===== config.mk =====
export PLATFORM = sky130hd
export DESIGN_NAME = counter_mod_param_flat
export DESIGN_NICKNAME = d
export VERILOG_FILES = /design/src/rtl/counter_mod_param_if.sv /design/src/rtl/counter_mod_param.sv /design/src/flat_wrapper.sv
export SDC_FILE = /design/constraint.sdc
export NUM_CORES = 1
export LEC_CHECK = 0
export ABC_AREA = 1
export CAP_MARGIN = 25
export CELL_PAD_IN_SITES_DETAIL_PLACEMENT = 0
export CELL_PAD_IN_SITES_GLOBAL_PLACEMENT = 1
export CORE_ASPECT_RATIO = 0.8
export CORE_UTILIZATION = 31
export DETAILED_ROUTE_END_ITERATION = 12
export PLACE_DENSITY = 0.75
export SLEW_MARGIN = 20
export SYNTH_ARGS = -nofsm -noshare
export SYNTH_HDL_FRONTEND = slang
export SYNTH_SLANG_ARGS = --single-unit

===== constraint.sdc =====
create_clock -name clk -period 1.9 [get_ports clk]
set_clock_uncertainty 0.2 [all_clocks]
set_input_delay 0.38 -clock clk [delete_from_list [all_inputs] [get_ports clk]]
set_output_delay 0.38 -clock clk [all_outputs]
set_load 0.02 [all_outputs]

===== src/rtl/counter_mod_param_if.sv =====
// Control/status bundle for counter_mod_param.
// The master drives the controls; the slave (the counter) drives count and status.
interface counter_mod_param_if #(
    parameter int WIDTH = 6
);
    logic             en;
    logic             up;
    logic             sat;
    logic             clr;
    logic             load;
    logic [WIDTH-1:0] load_val;
    logic [WIDTH-1:0] count;
    logic             tc;
    logic             wrap;
    logic             ovf;

    modport master (
        output en, up, sat, clr, load, load_val,
        input  count, tc, wrap, ovf
    );

    modport slave (
        input  en, up, sat, clr, load, load_val,
        output count, tc, wrap, ovf
    );
endinterface


===== src/rtl/counter_mod_param.sv =====
// Parametrised modulo counter with up/down direction, wrap or saturate,
// synchronous clear and load, cascade terminal count, wrap pulse and sticky overflow.
module counter_mod_param #(
    parameter int WIDTH   = 6,
    parameter int MODULUS = 60,
    parameter int RST_VAL = 0
) (
    input  logic              clk,
    input  logic              rst,
    counter_mod_param_if.slave bus
);

    if (MODULUS < 2 || MODULUS > (1 << WIDTH)) begin : g_bad_modulus
        $error("counter_mod_param: MODULUS must satisfy 2 <= MODULUS <= 2**WIDTH");
    end
    if (RST_VAL < 0 || RST_VAL >= MODULUS) begin : g_bad_rst_val
        $error("counter_mod_param: RST_VAL must be in 0..MODULUS-1");
    end

    localparam logic [WIDTH-1:0] MAX_VAL = WIDTH'(MODULUS - 1);
    localparam logic [WIDTH-1:0] RST_CNT = WIDTH'(RST_VAL);
    // One extra bit so MODULUS == 2**WIDTH is representable for the load range check.
    localparam logic [WIDTH:0]   MOD_EXT = (WIDTH + 1)'(MODULUS);

    logic [WIDTH-1:0] r_count;
    logic             r_wrap;
    logic             r_ovf;

    logic             w_at_max;
    logic             w_at_zero;
    logic             w_at_end;
    logic             w_load_ok;
    logic [WIDTH-1:0] w_step;

    assign w_at_max  = (r_count == MAX_VAL);
    assign w_at_zero = (r_count == '0);
    assign w_at_end  = bus.up ? w_at_max : w_at_zero;
    assign w_load_ok = ({1'b0, bus.load_val} < MOD_EXT);

    // Next value for an enabled step; at the range ends this is the wrapped value,
    // so count never passes through anything >= MODULUS.
    always_comb begin
        w_step = r_count;
        if (bus.up) begin
            w_step = w_at_max ? '0 : r_count + WIDTH'(1);
        end else begin
            w_step = w_at_zero ? MAX_VAL : r_count - WIDTH'(1);
        end
    end

    // Count, wrap pulse and sticky overflow, priority rst > clr > load > en > hold.
    always_ff @(posedge clk) begin
        if (!rst) begin
            r_count <= RST_CNT;
            r_wrap  <= 1'b0;
            r_ovf   <= 1'b0;
        end else if (bus.clr) begin
            r_count <= '0;
            r_wrap  <= 1'b0;
            r_ovf   <= 1'b0;
        end else if (bus.load) begin
            // Out-of-range load clamps to the top of the range and flags overflow.
            r_count <= w_load_ok ? bus.load_val : MAX_VAL;
            r_wrap  <= 1'b0;
            if (!w_load_ok) begin
                r_ovf <= 1'b1;
            end
        end else if (bus.en) begin
            if (w_at_end) begin
                r_ovf <= 1'b1;
                if (bus.sat) begin
                    r_wrap <= 1'b0;
                end else begin
                    r_count <= w_step;
                    r_wrap  <= 1'b1;
                end
            end else begin
                r_count <= w_step;
                r_wrap  <= 1'b0;
            end
        end else begin
            r_wrap <= 1'b0;
        end
    end

    // Terminal count is combinational so it can enable the next stage in the same cycle.
    assign bus.tc    = bus.en & w_at_end;
    assign bus.count = r_count;
    assign bus.wrap  = r_wrap;
    assign bus.ovf   = r_ovf;

endmodule


===== src/flat_wrapper.sv =====
// flat-port wrapper written by rule: the top's interface ports become plain ports
module counter_mod_param_flat 
#(
    parameter int WIDTH   = 6,
    parameter int MODULUS = 60,
    parameter int RST_VAL = 0
)
  (clk, rst, bus_en, bus_up, bus_sat, bus_clr, bus_load, bus_load_val, bus_count, bus_tc, bus_wrap, bus_ovf);
  counter_mod_param_if #(.WIDTH(WIDTH)) bus_i ();
  input  logic clk;
  input  logic rst;
  input wire logic [$bits(bus_i.en)-1:0] bus_en;
  input wire logic [$bits(bus_i.up)-1:0] bus_up;
  input wire logic [$bits(bus_i.sat)-1:0] bus_sat;
  input wire logic [$bits(bus_i.clr)-1:0] bus_clr;
  input wire logic [$bits(bus_i.load)-1:0] bus_load;
  input wire logic [$bits(bus_i.load_val)-1:0] bus_load_val;
  output wire logic [$bits(bus_i.count)-1:0] bus_count;
  output wire logic [$bits(bus_i.tc)-1:0] bus_tc;
  output wire logic [$bits(bus_i.wrap)-1:0] bus_wrap;
  output wire logic [$bits(bus_i.ovf)-1:0] bus_ovf;
  assign bus_i.en = bus_en;
  assign bus_i.up = bus_up;
  assign bus_i.sat = bus_sat;
  assign bus_i.clr = bus_clr;
  assign bus_i.load = bus_load;
  assign bus_i.load_val = bus_load_val;
  assign bus_count = bus_i.count;
  assign bus_tc = bus_i.tc;
  assign bus_wrap = bus_i.wrap;
  assign bus_ovf = bus_i.ovf;
  counter_mod_param #(.WIDTH(WIDTH), .MODULUS(MODULUS), .RST_VAL(RST_VAL)) u_core (.clk(clk), .rst(rst), .bus(bus_i));
endmodule

==> results.md <==
* Worst-path maximum fanout at 4
* Post-synthesis cell type count at 28
* Via density at 4.41
* GRT overflow at 0
* Main synth FF type: dfxtp_1
* Max-cap viol count at 0
* # diodes at 0
* TritonRoute pass-1 iters at 4
* Total power at 0.590 mW
* Number of routed nets with antenna violations at 0
* Crit Path Class: reg -> out
* Final Non-Filler Cells at 208
* Final Routed Wirelength at approximately 2300 um
* Combinational share of power at between 40% and 50%
* Headroom to the max-slew limit at about four fifths
* Die X at between 50 and 60 um
* RSZ-0062 raised after global routing: true
* Clock sink total at 8
* Fill cell count at 239
* Pin count of the biggest net entering global routing at 11
* Dpl cells at approximately 200
* Via count at 918
* Vias in the first global route at 880
* Crit share post-route at 98.7%
* Area of the mapped netlist at 781 um2
* Die Footprint at roughly 2700 um2
* IO buf count at 21
* Crit end category: output pin
* Post-synth EDFFs at 0
* Nets at 192
* Initial antenna violation count at 0
* Die H at approximately 47 um
* Seq/Total Area, Yosys at 20.5%
* Ys Warns at 0
* Worst-Skew Late Latency at about 0.26 ns
* Core area at roughly 2300 um2
* Post-synth top cells: 26 x nand2_1, 26 x nor2_1, 15 x inv_1, 9 x a21oi_1
* Initial Utilization at 34.4%
* Worst-case clock buffer depth at 2
* CP startpoint kind: flop
* Top cell type's share of synthesized area at 20.5%
* Detailed-route DRC error count at 0
* Status: finished, final reports clean
* Fraction of registers with async set/reset at 0%
* Pins over their slew limit at 0
* Top post-synthesis cells by area: dfxtp_1 21%, nand2_1 13%, nor2_1 13%, inv_1 7.2%, a21oi_1 5.8%
* Routed WL per cell at 11.2 um
* # IOs at 22
* Slew @ Worst Pin at 0.302 ns
* HP Class: reg -> reg
* Total track usage at 19.4%
* Clock power share at 23.7%
* PD cells at around 450 nW/um2
* #FFs+latches synth at 8
* Cell accounting for the most synthesized area: dfxtp_1
* Cell internal pwr at about 0.38 mW
* Final setup vio count at 0
* Layout cell share with drive strength beyond 1 at 32.2%
* DPL Wire Length at 1890 um
* Fin crit period at 1.87 ns
* Crit path DAT at 1.29 ns
* Clk pin slew, worst setup/hold paths at about 0.060 ns
* DRT iter0 DRCs at 23
* Reg power frac at between 30% and 40%
* CTS tree: done
* Syn Area/Cell at around 6.3 um2
* Max Clock Freq at between 0.5 and 0.6 GHz
* Switching share of total power at 35.8%
* First-pass GRT wire length at 3820 um
* Post-layout util at 57.1%
* CTS Buf Count at 3
* P&R area growth vs syn at 66.2%
* GP Congestion at approximately 0.8
* Reg-to-reg setup timing slack at 0.21 ns
* Leakage at 0.629 nW
* Worst Path Required at 1.32 ns
* Root Buffer: clkbuf_4
* Cells after Synth at 124
* Net Switching at approximately 0.21 mW
* VDD IR-drop max at 0.000375 V
* Final Hold Vio Count at 0
* CTS H-tree depth at 1
* Mapped Nets at 140
* Row count at 15
layout by cell type (no fill, tap or decap), types with 2 or more instances in the layout:
master	n
nand3_2	2
ha_4	2
nand2_4	3
nor2_4	2
dlygate4sd2_1	7
o21ai_0	3
buf_4	29
nand3_1	8
inv_1	13
inv_4	2
dfxtp_1	3
xor2_1	4
nand2_2	2
dfxtp_4	2
nand2_1	24
clkdlybuf4s50_1	13
a21oi_1	9
dfxtp_2	3
clkbuf_4	3
nor2_1	26
logic make-up (layout without fill, tap and decap cells):
logic type                 count (synthesis)  in the layout  synth area share (%)
DFF                                        8              8                  20.5
and+or+nand+nor                           70             70                  42.3
AOI/OAI and AO/OA                         19             19                  15.2
adders and majority gates                  3              3                  4.81
buffers and inverters                     19             69                  11.5
xor gates and xnor gates                   5              5                  5.61
metal layers:
metal  wire, um  up-vias  global-route usage, %
met5          0        -                      0
met2       1100       23                   33.8
met1       1110      399                   25.2
met3        129        0                   5.79
li1           -      496                      -
met4          0        0                   1.43
path summary, 6_finish.rpt:
| path | start | end | cells after the start |
|---|---|---|---|
| worst max register to register | u_core.bus.count[1]$_SDFFE_PP0P_ | u_core.bus.count[2]$_SDFFE_PP0P_ | 10 |
| worst min-delay path | u_core.bus.ovf$_SDFFE_PP0P_ | u_core.bus.ovf$_SDFFE_PP0P_ | 2 |
| worst max-delay path | u_core.bus.count[1]$_SDFFE_PP0P_ | bus_tc | 6 |
| worst min register to register | u_core.bus.ovf$_SDFFE_PP0P_ | u_core.bus.ovf$_SDFFE_PP0P_ | 2 |
layout make-up:
cell class                 count  area (um2)  share of cell area [%]
sequential                     8         171                    13.2
timing repair buffer          50         420                    32.4
multi-input combinational     97         576                    44.4
tap                           34        42.5                    3.28
clock buffer                   3        22.5                    1.74
inverter                      16        65.1                    5.01
metrics by stage:
step	setup WS [ns]	TNS [ns]	hold WS [ns]	area [um2]
6_report	0.0251	0	0.314	1300
3_3_place_gp	-0.519	-0.552	0.277	1220
3_5_place_dp	-0.537	-0.674	0.286	1220
2_1_floorplan	0.0922	0	0.250	783
5_1_grt	-0.0323	-0.0323	0.342	1300
4_1_cts	-0.0257	-0.0257	0.312	1260
critical path, stage by stage (launching register included):
cell and delay (ns):
dfxtp_4 0.38, ha_4 0.15, nand2_4 0.06, o21ai_4 0.16, nand2_4 0.08, nor2_4 0.09, buf_6 0.12
repair_timing:
item / 4_1_cts / 5_1_grt
setup endpoints to repair: 7 / 1
hold buffers: 0 / 0
resized for setup: 22 / 8
pin swaps: 0 / 4
buffers inserted: 0 / 1
power groups by stage:
stage	clock [mW]	sequential (mW)	combinational, mW
after global routing	0.151	0.191	0.290
after detailed placement	0	0.192	0.252
after global placement	0	0.191	0.252
after floorplan	0	0.201	0.122
final	0.140	0.190	0.260
after CTS	0.147	0.189	0.252
flip-flops by register name, indices dropped and copies added, names as in the netlist:
| register | cells |
|---|---|
| u_core.bus.ovf | 1 |
| u_core.bus.wrap | 1 |
| u_core.bus.count | 6 |
Note: power is estimated with default switching activity, not from simulation.
